--- src/rtl/viterbi_sym_unpacker.sv ---
// Byte-to-symbol unpacker that feeds viterbi_core.
// Each input byte carries four 2-bit rate-1/2 hard-decision symbols. The block
// frames the stream with init_frame / frame_done pulses and never consumes a
// byte beyond the end of the current frame.
module viterbi_sym_unpacker #(
   parameter int CNT_W     = 16,
   parameter bit MSB_FIRST = 1'b1
) (
   input  logic             clk,
   input  logic             rst,
   input  logic             frame_start,
   input  logic [CNT_W-1:0] frame_len,
   input  logic [7:0]       in_byte,
   input  logic             in_valid,
   output logic             in_ready,
   output logic [1:0]       rx_sym,
   output logic             rx_sym_valid,
   input  logic             rx_sym_ready,
   output logic             init_frame,
   output logic             frame_done,
   output logic             busy
);

   typedef enum logic [1:0] {IDLE, INIT, RUN, DONE} state_t;

   state_t           state;
   logic [7:0]       sym_buf;
   logic [2:0]       nsym;
   logic [CNT_W-1:0] rem;
   logic             sym_acc;
   logic             byte_acc;
   logic [7:0]       shifted_buf;

   // The current symbol always sits at the outgoing end of the shift buffer.
   assign rx_sym       = MSB_FIRST ? sym_buf[7:6] : sym_buf[1:0];
   assign rx_sym_valid = (state == RUN) && (nsym != 3'd0);

   // Lookahead ready: a new byte may land in the same cycle the last buffered
   // symbol leaves, unless that symbol ends the frame.
   assign in_ready = (state == RUN) &&
                     ((nsym == 3'd0) ||
                      ((nsym == 3'd1) && rx_sym_ready && (rem > CNT_W'(1))));

   assign sym_acc  = rx_sym_valid && rx_sym_ready;
   assign byte_acc = in_valid && in_ready;

   // Shift direction follows symbol order so the next symbol moves into rx_sym.
   assign shifted_buf = MSB_FIRST ? {sym_buf[5:0], 2'b00} : {2'b00, sym_buf[7:2]};

   // Frame FSM with registered init_frame, frame_done and busy pulses.
   always_ff @(posedge clk or posedge rst) begin
      if (rst) begin
         state      <= IDLE;
         sym_buf    <= 8'd0;
         nsym       <= 3'd0;
         rem        <= '0;
         init_frame <= 1'b0;
         frame_done <= 1'b0;
         busy       <= 1'b0;
      end else begin
         init_frame <= 1'b0;
         frame_done <= 1'b0;
         case (state)
            IDLE: begin
               if (frame_start) begin
                  nsym    <= 3'd0;
                  sym_buf <= 8'd0;
                  busy    <= 1'b1;
                  if (frame_len == '0) begin
                     state      <= DONE;
                     frame_done <= 1'b1;
                  end else begin
                     rem        <= frame_len;
                     state      <= INIT;
                     init_frame <= 1'b1;
                  end
               end
            end
            INIT: begin
               state <= RUN;
            end
            RUN: begin
               if (sym_acc) begin
                  rem <= rem - CNT_W'(1);
                  if (rem == CNT_W'(1)) begin
                     state      <= DONE;
                     frame_done <= 1'b1;
                     nsym       <= 3'd0;
                     sym_buf    <= 8'd0;
                  end else begin
                     sym_buf <= shifted_buf;
                     nsym    <= nsym - 3'd1;
                  end
               end
               if (byte_acc) begin
                  sym_buf <= in_byte;
                  nsym    <= 3'd4;
               end
            end
            DONE: begin
               state <= IDLE;
               busy  <= 1'b0;
            end
            default: begin
               state <= IDLE;
               busy  <= 1'b0;
            end
         endcase
      end
   end

endmodule

--- config.mk ---
export PLATFORM = sky130hd
export DESIGN_NAME = viterbi_sym_unpacker
export DESIGN_NICKNAME = d
export VERILOG_FILES = /design/src/rtl/viterbi_sym_unpacker.sv
export SDC_FILE = /design/constraint.sdc
export NUM_CORES = 1
export LEC_CHECK = 0
export ABC_AREA = 1
export BUFFER_PORTS_ARGS = -buffer_cell sky130_fd_sc_hd__buf_2
export CAP_MARGIN = 20
export CELL_PAD_IN_SITES_DETAIL_PLACEMENT = 1
export CELL_PAD_IN_SITES_GLOBAL_PLACEMENT = 2
export CORE_MARGIN = 2
export CORE_UTILIZATION = 25
export CTS_BUF_LIST = sky130_fd_sc_hd__clkbuf_4
export DETAILED_ROUTE_END_ITERATION = 8
export PLACE_DENSITY = 0.68
export SYNTH_ARGS = -nofsm -noshare
export SYNTH_HDL_FRONTEND = slang
export SYNTH_SLANG_ARGS = --single-unit
--- constraint.sdc ---
create_clock -name clk -period 3.9 [get_ports clk]
set_clock_uncertainty 0.15 [all_clocks]
set_input_delay 0.78 -clock clk [delete_from_list [all_inputs] [get_ports clk]]
set_output_delay 0.78 -clock clk [all_outputs]
set_load 0.005 [all_outputs]
* Yosys cells after proc, flatten, opt, wreduce, memory -nomap -nowiden
Cells that the tools add are included.
** Storage, ports and cells
- Bits in registers :: 32
- Bits of input ports :: 29
- Word-level logic and storage cells :: 66
** Cells by class
- $add $sub $neg :: 2
- Order comparisons :: 1
- Equal/unequal tests :: 10
- Mux-type cells :: 29
- Reductions and logical operators :: 17
** Operators by type and width (count)
- $mux W16 :: 3
- $mux W8 :: 4
- $pmux W16 S2 :: 1
- $eq A16 B1 Y1 const B :: 1
- $gt A16 B1 Y1 const B :: 1
- $logic_not A16 Y1 :: 1
- $pmux W8 S2 :: 1
- $sub A16 B1 Y16 const B :: 1
- $mux W3 :: 4
- $mux W1 :: 8
- $mux W2 :: 4
- $pmux W2 S4 :: 1
- $logic_and A1 B1 Y1 :: 6
- $ne A2 B2 Y1 const B :: 3
- $pmux W3 S2 :: 1
- $reduce_and A3 Y1 :: 2
- $eq A2 B2 Y1 const B :: 2
- $pmux W1 S2 :: 2
- $reduce_and A4 Y1 :: 1
- $reduce_bool A2 Y1 :: 2
- $eq A3 B1 Y1 const B :: 1
- $logic_not A3 Y1 :: 1
- $ne A3 B3 Y1 const B :: 1
- $reduce_bool A3 Y1 :: 1
- 6 further kinds :: 6

* Logic depth before layout (Yosys ltp)
Gate-level depths: netlist of run 1.
- Depth in word-level cells :: 8
- Mapped depth :: 12

* Worst setup path after synthesis of run 1
No wires, ideal clock.
- Kind :: reg-to-output
- Start point :: reg state[0]
- End point :: out in_ready
- Arrival time :: 1.388 ns
- Required time :: 2.970 ns
- Slack :: 1.582 ns
- Cell stages (with the launch flop) :: 7
- Buffers on the path :: 2
- Path through :: dfrtp_1 -> inv_1 -> ha_1 -> inv_2 -> clkbuf_1 -> clkbuf_1 -> a21oi_1
** Between the ends
- Word-level cells in the longest chain between the ends :: 2
** Ends and longest elaborated chain
- start: declaration :: RTL line 26 : state_t state;
- start signal: assignment :: RTL line 53 : state <= IDLE;
- start signal: assignment :: RTL line 70 : state <= DONE;
- start signal: assignment :: RTL line 74 : state <= INIT;
- $eq A2 B2 Y1 :: RTL line 40 : assign in_ready = (state == RUN) &&
- $logic_and A1 B1 Y1 :: RTL line 40
- end: declaration :: RTL line 15 : output logic in_ready,
Every way passes these cells.

* Worst setup path in the final report of run 1
- Start point :: reg rem[1]
- End point :: out in_ready
** Between the ends
- Word-level cells in the longest chain between the ends :: 4
** Ends and longest elaborated chain
- start: declaration :: RTL line 29 : logic [CNT_W-1:0] rem;
- start signal: assignment :: RTL line 73 : rem <= frame_len;
- start signal: assignment :: RTL line 84 : rem <= rem - CNT_W'(1);
- $gt A16 B1 Y1 :: RTL line 42 : ((nsym == 3'd1) && rx_sym_ready && (rem > CNT_W'(1))));
- $logic_and A1 B1 Y1 :: RTL line 42
- $logic_or A1 B1 Y1 :: RTL line 41 : ((nsym == 3'd0) ||
- $logic_and A1 B1 Y1 :: RTL line 40
Every way passes these cells.

==> impl_metrics.tcl, run 1 <==
set metrics [dict create \
    dr.pass1.iters 4 \
    grt_overflow 0 \
    multiInputGateArea_um2 1265 \
    fin_util 0.2954 \
    syn_avg_cell_area_um2 7.524 \
    gp_congestion 0.7266 \
    dp.cells 436 \
    synth.distinct_cells 42 \
    drive_gt1_frac 0.2411 \
    timing.rr.end "rem[4]$_DFFE_PP0P_" \
    critPathMaxFanout 6 \
    netlist_area_um2 2280 \
    p_int_uw 961.2 \
    finalCritPeriodShare 0.7156 \
    grt_usage 0.1376 \
    grt_pass1_wl_mm 10.83 \
    tightest_slew_ns 0.5584 \
    drtIter0Drc 57 \
    syn2layout_area_growth_pct 13.56 \
    antenna_cells 0 \
    cpLargestDelayFamily "simple AND/OR/NAND/NOR gates" \
    ys_ff_latch 32 \
    cts_tree "done" \
    slew_violations 0 \
    setup_tns_ns 0 \
    grt_max_degree 33 \
    r2r-start "state[0]$_DFFE_PP0P_" \
    dieArea_um2 9898 \
    holdCritPathClass "reg -> reg" \
    cp.arrival_ns 1.86 \
    p_total_mw 2.007 \
    ir_worst_vdd_uv 289.5 \
    synth_edf_count 0 \
    crit_slowest_cell "dfrtp_1" \
    viasPerCell 4.597 \
    required_ns 2.97 \
    cts_buffers 5 \
    path_buf_inv 2 \
    root_buffer "clkbuf_4" \
    leakagePower_nw 1.282 \
    finalCriticalPeriod_ns 2.791 \
    setup_viol 0 \
    clock_latency_ns 0.34 \
    fillers 1082 \
    first_global_vias 2204 \
    p_sw_mw 1.046 \
    max_stage_delay_ns 0.38 \
    path_cells "inv_1, ha_1, nand2_4, nor2_4, nand2_1, nand3_2, a21oi_1, buf_2" \
    instances_no_fill 444 \
    vias 2041 \
    num_rows 34 \
    grt_antenna_before_repair 0 \
    port_buffers 35 \
    async_flop_share 1.000 \
    drtAntennaViolNets 0 \
    yosysSeqAreaShare 0.3513 \
    drt_wl_total_mm 6.258 \
    htreeDepth 2 \
    io_pins 36 \
    cts_resized 0 \
    outcome "complete, no violations" \
    drc 0 \
    combPwrFrac 0.604 \
    routedWlPerCell_um 14.09 \
    cts_sinks 32 \
    max_slew_margin 0.6272 \
    worst-r2r-setup-slack_ns 1.47 \
    die_h_um 99.49 \
    rsz0062_at_grt "false" \
    start_util 0.2601 \
    seqPwrFrac 0.296 \
    critPathCapture "in_ready" \
    ys.flop_type "dfrtp_1" \
    holdWs_ns 0.3381 \
    dp_slack_ns 1.434 \
    nNetsFinal 372 \
    cts.reportedPaths.clkPinSlew_ns 0.11 \
    syn-num-nets 340 \
    die_w_um 99.49 \
    postSynthCellCount 303 \
    cp.depth 8 \
    seqCellArea_um2 800.8 \
    clock_power_share 0.100 \
    crit_start "rem[1]$_DFFE_PP0P_" \
    power_density_nw_per_um2 775.2 \
    cts_hold_buf 0 \
    max_cap_viol_count 0 \
    postPlaceCellArea_um2 2532 \
    hold_violations 0 \
    final_area_um2 2589 \
    critical_path.endpoint_type "primary output" \
    cts_setup_buffers 0 \
    core_um2 8763 \
    p_sw_frac 0.5210 \
    cts_buffer_depth 2 \
    rr_worst_depth 10 \
    fin_ws_ns 1.109 \
    start_kind "flop" \
    worstSetupPathType "reg -> out" \
    max_clock_freq_mhz 358.3 \
    hpwl_mm 4.584 \
    yosysWarnings 0 \
]
-- cell families after synthesis --
kind of cell | synth area share
XOR/XNOR | 0.02305
flip-flops | 0.3513
AO/OA/AOI/OAI | 0.1268
buffers and inverters | 0.09385
adder cells (fa/ha/maj) | 0.04391
AND/OR/NAND/NOR | 0.3611
-- tightest hold or removal path, delay by kind of cell, from the launching register on --
kind	cells	cell delay (ns)
DFF	1	0.35
and+or+nand+nor	2	0.11
-- cell type report --
type                       count  area share
clock buffer                   7     0.02030
clock inverter                 1    0.001450
inverter                      37     0.05462
multi-input combinational    222      0.4886
sequential                    32      0.3093
tap                          108     0.05220
timing repair buffer          37     0.07347
-- sequential cells by signal, indices dropped and copies added (netlist names) --
register,flops
state,2
nsym,3
frame_done,1
init_frame,1
busy,1
rem,16
sym_buf,8
-- layer usage --
| layer | track usage | share of wire | up-vias |
|---|---|---|---|
| li1 | - | - | 1040 |
| met1 | 0.1793 | 0.49 | 969 |
| met2 | 0.2344 | 0.47 | 25 |
| met3 | 0.02249 | 0.024 | 7 |
| met4 | 0.04110 | 0.014 | 0 |
| met5 | 0 | 0 | - |
-- cells in the final DEF, fill, tap and decap left out, types with 2 or more instances in the layout --
cell and count:
dfrtp_1 32, nand2_4 5, buf_2 35, o21ai_1 16
o21ai_0 8, nand3_1 7, buf_4 2, nand2_1 73
nor2_4 3, xor2_1 5, inv_2 4, clkbuf_4 7
inv_1 31, nor2_1 39, nand4_1 7, ha_1 8
clkinv_1 2, nand3_2 8, nor2_2 7, a21oi_1 11
nor4_1 2, o211ai_1 3, o21ai_2 2
-- cell usage after synthesis, types with 2 or more instances --
| cell | number | area [µm²] |
|---|---|---|
| a21oi_1 | 11 | 55.05 |
| buf_4 | 2 | 15.01 |
| xor2_1 | 5 | 43.79 |
| inv_1 | 32 | 120.1 |
| o21ai_2 | 2 | 17.52 |
| clkbuf_1 | 4 | 15.01 |
| nand3_2 | 8 | 80.08 |
| nand4_1 | 7 | 43.79 |
| nand2_4 | 5 | 56.30 |
| o21ai_0 | 8 | 40.04 |
| buf_2 | 4 | 20.02 |
| nor4_1 | 2 | 12.51 |
| nor2_1 | 39 | 146.4 |
| nor2_2 | 7 | 43.79 |
| buf_6 | 2 | 22.52 |
| nand3_1 | 7 | 35.03 |
| nand2_1 | 73 | 274.0 |
| dfrtp_1 | 32 | 800.8 |
| inv_2 | 4 | 15.01 |
| nor2_4 | 3 | 33.78 |
| o21ai_1 | 16 | 80.08 |
| ha_1 | 8 | 100.1 |
| o211ai_1 | 3 | 22.52 |
-- how the worst min path moves through the flow --
stage / start / end / slack (ns) / cells after the start
global route: sym_buf[3]$_DFFE_PP0P_ / sym_buf[3]$_DFFE_PP0P_ / 0.37 / 2
detailed placement: sym_buf[3]$_DFFE_PP0P_ / sym_buf[3]$_DFFE_PP0P_ / 0.32 / 2
CTS: sym_buf[3]$_DFFE_PP0P_ / sym_buf[3]$_DFFE_PP0P_ / 0.34 / 2
finish: sym_buf[3]$_DFFE_PP0P_ / sym_buf[3]$_DFFE_PP0P_ / 0.34 / 2
floorplan: nsym[1]$_DFFE_PP0P_ / nsym[1]$_DFFE_PP0P_ / 0.29 / 2
global placement: sym_buf[6]$_DFFE_PP0P_ / sym_buf[6]$_DFFE_PP0P_ / 0.31 / 2
-- power by group through the flow --
stage | Combinational, mW | Clock (mW) | Sequential (mW)
2_1_floorplan | 1.00 | 0 | 0.573
3_3_place_gp | 1.22 | 0 | 0.596
3_5_place_dp | 1.24 | 0 | 0.602
4_1_cts | 1.24 | 0.218 | 0.595
5_1_grt | 1.39 | 0.229 | 0.616
6_report | 1.21 | 0.201 | 0.593
No activity file was read; power rests on OpenSTA's default activity.
==> run 2, diff against run 1 <==
Clock period 3.9 ns to 2.83 ns, I/O delays scaled along.
==> run 2 against run 1 <==
  * First-iteration DRC count fell by 23%
  * Via count fell by 0.98%
  * Register-to-register slack got worse by 0.77 ns
  * Core utilization rose by 0.41 points
  * Highest routed layer unchanged
  * Clock power rose by 77%
  * Setup slack got worse by 0.83 ns
  * Non-clock buffer count rose by 2
==> impl_metrics.tcl, run 2 (synthesis gave the netlist of run 1 again) <==
set metrics [dict create \
    start_kind "flop" \
    drtAntennaViolNets 0 \
    critical_path.endpoint_type "primary output" \
    max_cap_viol_count 0 \
    dr.pass1.iters 4 \
    seqCellArea_um2 800.8 \
    cts.reportedPaths.clkPinSlew_ns 0.12 \
    outcome "complete, no violations" \
    holdWs_ns 0.1506 \
    top_regs "rem x16, sym_buf x8, nsym x3" \
    grt_antenna_before_repair 1 \
    setup_tns_ns 0 \
    gp_congestion 0.7516 \
    grt_usage 0.1337 \
    path_cells "inv_1, ha_1, nand2_4, nor2_4, nand2_1, nand3_2, a21oi_1, buf_2" \
    port_buffers 35 \
    cp.arrival_ns 1.84 \
    layout_commonest_cell "nand2_1" \
    tightest_slew_ns 0.4618 \
    largest_register_ffs 16 \
    cts_sinks 32 \
    multiInputGateArea_um2 1265 \
    setup_viol 0 \
    grt_max_degree 33 \
    max_stage_delay_ns 0.40 \
    rr_worst_depth 9 \
    fin_ws_ns 0.2755 \
    cts_setup_buffers 0 \
    fillers 1103 \
    rsz0062_at_grt "false" \
    syn2layout_area_growth_pct 15.15 \
    dieArea_um2 9898 \
    holdCritPathClass "in -> async" \
    drive_gt1_frac 0.2426 \
    hold_violations 0 \
    drc 0 \
    clock_latency_ns 0.35 \
    cts_hold_buf 0 \
    required_ns 2.11 \
    regMostFlops "rem" \
    worstSetupPathType "reg -> out" \
    routedWlPerCell_um 13.68 \
    die_w_um 99.49 \
    start_util 0.2601 \
    core_um2 8763 \
    io_pins 36 \
    cts_tree "done" \
    vias 2021 \
    first_global_vias 2135 \
    viasPerCell 4.521 \
    slew_violations 0 \
    layout_common_cells "nand2_1, nor2_1, buf_2" \
    leakagePower_nw 1.301 \
    timing.rr.end "rem[2]$_DFFE_PP0P_" \
    p_total_mw 2.861 \
    finalCritPeriodShare 0.9026 \
    hpwl_mm 4.646 \
    drtIter0Drc 44 \
    r2r-start "nsym[0]$_DFFE_PP0P_" \
    finalCriticalPeriod_ns 2.554 \
    critPathMaxFanout 6 \
    crit_slowest_cell "dfrtp_1" \
    ir_worst_vdd_uv 268.2 \
    grt_pass1_wl_mm 10.49 \
    power_density_nw_per_um2 1090 \
    root_buffer "clkbuf_4" \
    htreeDepth 2 \
    drt_wl_total_mm 6.117 \
    die_h_um 99.49 \
    cts_resized 0 \
    cts_buffers 5 \
    nNetsFinal 374 \
    worst-r2r-setup-slack_ns 0.70 \
    max_clock_freq_mhz 391.5 \
    cts_buffer_depth 2 \
    grt_overflow 0 \
    dp_slack_ns 0.6213 \
    num_rows 34 \
    max_slew_margin 0.6921 \
]
-- run 2: layer usage --
| metal | share of wire | routed length, µm | global-route usage | up-vias |
|---|---|---|---|---|
| met4 | 0.013 | 78 | 0.04426 | 0 |
| met3 | 0.026 | 159 | 0.02741 | 4 |
| met1 | 0.47 | 2904 | 0.1688 | 948 |
| li1 | - | - | - | 1047 |
| met5 | 0 | 0 | 0 | - |
| met2 | 0.49 | 2975 | 0.2282 | 22 |
-- run 2: where the power goes --
part	switching [mW]	total, mW	internal, mW
Combinational	1.11	1.69	0.573
Sequential	0.160	0.818	0.658
Clock	0.176	0.356	0.180
-- run 2: layout make-up --
cell class | count | share of cell area
timing repair buffer | 39 | 0.07817
inverter | 37 | 0.05386
clock inverter | 3 | 0.01430
antenna | 1 | 0.0009533
sequential | 32 | 0.3051
clock buffer | 5 | 0.01430
multi-input combinational | 222 | 0.4819
tap | 108 | 0.05148
-- run 2: how the worst max path moves through the flow --
| stage | startpoint | end | slack (ns) |
|---|---|---|---|
| after global routing | rem[0]$_DFFE_PP0P_ | in_ready | 0.11 |
| after CTS | rem[0]$_DFFE_PP0P_ | in_ready | 0.22 |
| final | rem[0]$_DFFE_PP0P_ | in_ready | 0.28 |
| after detailed placement | rem[0]$_DFFE_PP0P_ | in_ready | 0.62 |
| after floorplan | state[0]$_DFFE_PP0P_ | in_ready | 0.73 |
| after global placement | rem[0]$_DFFE_PP0P_ | in_ready | 0.60 |
-- run 2: worst max-delay path, delay by kind of cell (launching register included) --
kind	cells	cell delay, ns
flops	1	0.40
simple gates	4	0.38
fa+ha+maj	1	0.26
buf+inv	2	0.25
compound gates	1	0.20
-- run 2: through the flow --
stage	instances	area (µm²)	util
floorplan	303	2280	-
global placement	438	2547	0.2907
detailed placement	438	2547	0.2907
CTS	446	2623	0.2993
global route	447	2625	0.2995
finish	447	2625	0.2995
==> run 3, diff against run 2 <==
Settings changed: CORE_ASPECT_RATIO set to 0.7, CTS_BUF_LIST sky130_fd_sc_hd__clkbuf_4 to sky130_fd_sc_hd__clkbuf_8.
==> run 3 against run 2 <==
  * Via count shrank 1.1%
  * Highest routed layer unchanged
  * Critical path depth unchanged
  * Largest cell class unchanged
  * Critical path type unchanged
  * Maximum frequency up 3.5%
  * Worst hold slack better by 0.063 ns
==> impl_metrics.tcl, run 3 (synthesis gave the netlist of run 1 again) <==
set metrics [dict create \
    instances_no_fill 460 \
    grt_usage 0.1380 \
    cts_hold_buf 0 \
    start_util 0.2544 \
    setup_tns_ns 0 \
    layout_commonest_cell "nand2_1" \
    dr.pass1.iters 4 \
    slew_violations 0 \
    ir_worst_vdd_uv 347.6 \
    p_sw_frac 0.5128 \
    grt_overflow 0 \
    htreeDepth 2 \
    top_regs "rem x16, sym_buf x8, nsym x3" \
    cts_setup_buffers 0 \
    critical_path.endpoint_type "primary output" \
    cts_buffers 5 \
    viasPerCell 4.346 \
    drc 0 \
    first_global_vias 2107 \
    gp_congestion 0.7299 \
    clock_power_share 0.122 \
    leakagePower_nw 1.301 \
    grt_max_degree 33 \
    required_ns 2.11 \
    grt_pass1_wl_mm 10.92 \
    p_int_mw 1.387 \
    dp.cells 453 \
    drtAntennaViolNets 0 \
    cts_buffer_depth 2 \
    regMostFlops "rem" \
    max_clock_freq_mhz 405.1 \
    core_um2 8962 \
    vias 1999 \
    routedWlPerCell_um 13.68 \
    die_w_um 118.1 \
    cts_sinks 32 \
    layout_common_cells "nand2_1, nor2_1, buf_2" \
    cp.arrival_ns 1.75 \
    antenna_cells 0 \
    combPwrFrac 0.589 \
    start_kind "flop" \
    largest_register_ffs 16 \
    outcome "complete, no violations" \
    hpwl_mm 4.619 \
    dieArea_um2 9911 \
    r2r-start "nsym[0]$_DFFE_PP0P_" \
    tightest_slew_ns 0.4636 \
    critPathMaxFanout 6 \
    drt_wl_total_mm 6.293 \
    seqPwrFrac 0.289 \
    max_slew_margin 0.6909 \
    holdCritPathClass "in -> async" \
    cts_resized 0 \
    hold_violations 0 \
    syn2layout_area_growth_pct 15.70 \
    routed-wl-met2_mm 2.505 \
    io_pins 36 \
    die_h_um 83.90 \
    wl_met3_um 188 \
    power_density_nw_per_um2 1079 \
    crit_start "rem[0]$_DFFE_PP0P_" \
    finalCriticalPeriod_ns 2.469 \
    p_sw_mw 1.460 \
    clock_latency_ns 0.29 \
    drtIter0Drc 79 \
    cts.reportedPaths.clkPinSlew_ns 0.07 \
    grt_antenna_before_repair 0 \
    drive_gt1_frac 0.2411 \
    port_buffers 35 \
    dr.max_layer_used "met4" \
    cts_tree "done" \
    nNetsFinal 373 \
    rsz0062_at_grt "false" \
    num_rows 29 \
    worstSetupPathType "reg -> out" \
    drt-met1-wl_mm 3.535 \
    max_cap_viol_count 0 \
    setup_viol 0 \
    root_buffer "clkbuf_8" \
    finalCritPeriodShare 0.8723 \
    fillers 1134 \
]
## run 3: final timing paths
kind,to,slack [ns],depth (start not counted)
max,in_ready,0.36,8
max in group asynchronous,sym_buf[0]$_DFFE_PP0P_,1.98,3
max reg2reg,rem[7]$_DFFE_PP0P_,0.66,9
min reg2reg,sym_buf[6]$_DFFE_PP0P_,0.33,2
min,rem[12]$_DFFE_PP0P_,0.21,3
min in group clk,sym_buf[6]$_DFFE_PP0P_,0.33,2
## run 3: final cells by class
class / instances / area [µm²] / area share
Multi-Input combinational cell: 222 / 1265 / 0.4796
Sequential cell: 32 / 800.8 / 0.3036
Timing Repair Buffer: 38 / 197.7 / 0.07495
Tap cell: 124 / 155.1 / 0.05882
Inverter: 37 / 141.4 / 0.05361
Clock buffer: 5 / 68.82 / 0.02609
Clock inverter: 2 / 8.758 / 0.003321
## run 3: per-layer routing
layer / track usage / vias to the layer above
met5: 0 / -
met4: 0.03286 / 0
met3: 0.03415 / 8
met2: 0.1934 / 25
met1: 0.2090 / 929
li1: - / 1037
## run 3: through the flow
step	area, µm²	worst slack (ns)	hold slack [ns]	util	total power, mW
floorplan	2280	0.7264	0.2919	-	2.174
global placement	2560	0.6636	0.3093	0.2856	2.511
detailed placement	2560	0.6165	0.3199	0.2856	2.526
CTS	2638	0.3348	0.2360	0.2943	2.897
global route	2638	0.2105	0.2617	0.2943	3.169
finish	2638	0.3615	0.2134	0.2943	2.847
## run 3: power by group through the flow
stage | Combinational [mW] | Clock, mW | Sequential, mW
4_1_cts | 1.71 | 0.369 | 0.821
5_1_grt | 1.94 | 0.385 | 0.848
3_5_place_dp | 1.70 | 0 | 0.829
3_3_place_gp | 1.69 | 0 | 0.824
6_report | 1.68 | 0.348 | 0.823
2_1_floorplan | 1.38 | 0 | 0.790
## run 3: critical path, cell delays in order, from the launching register on
cell and delay, ns:
dfrtp_1 0.41, inv_1 0.14, ha_1 0.25, nand2_4 0.11
nor2_4 0.16, nand2_1 0.08, nand3_2 0.09, a21oi_1 0.08
buf_2 0.13
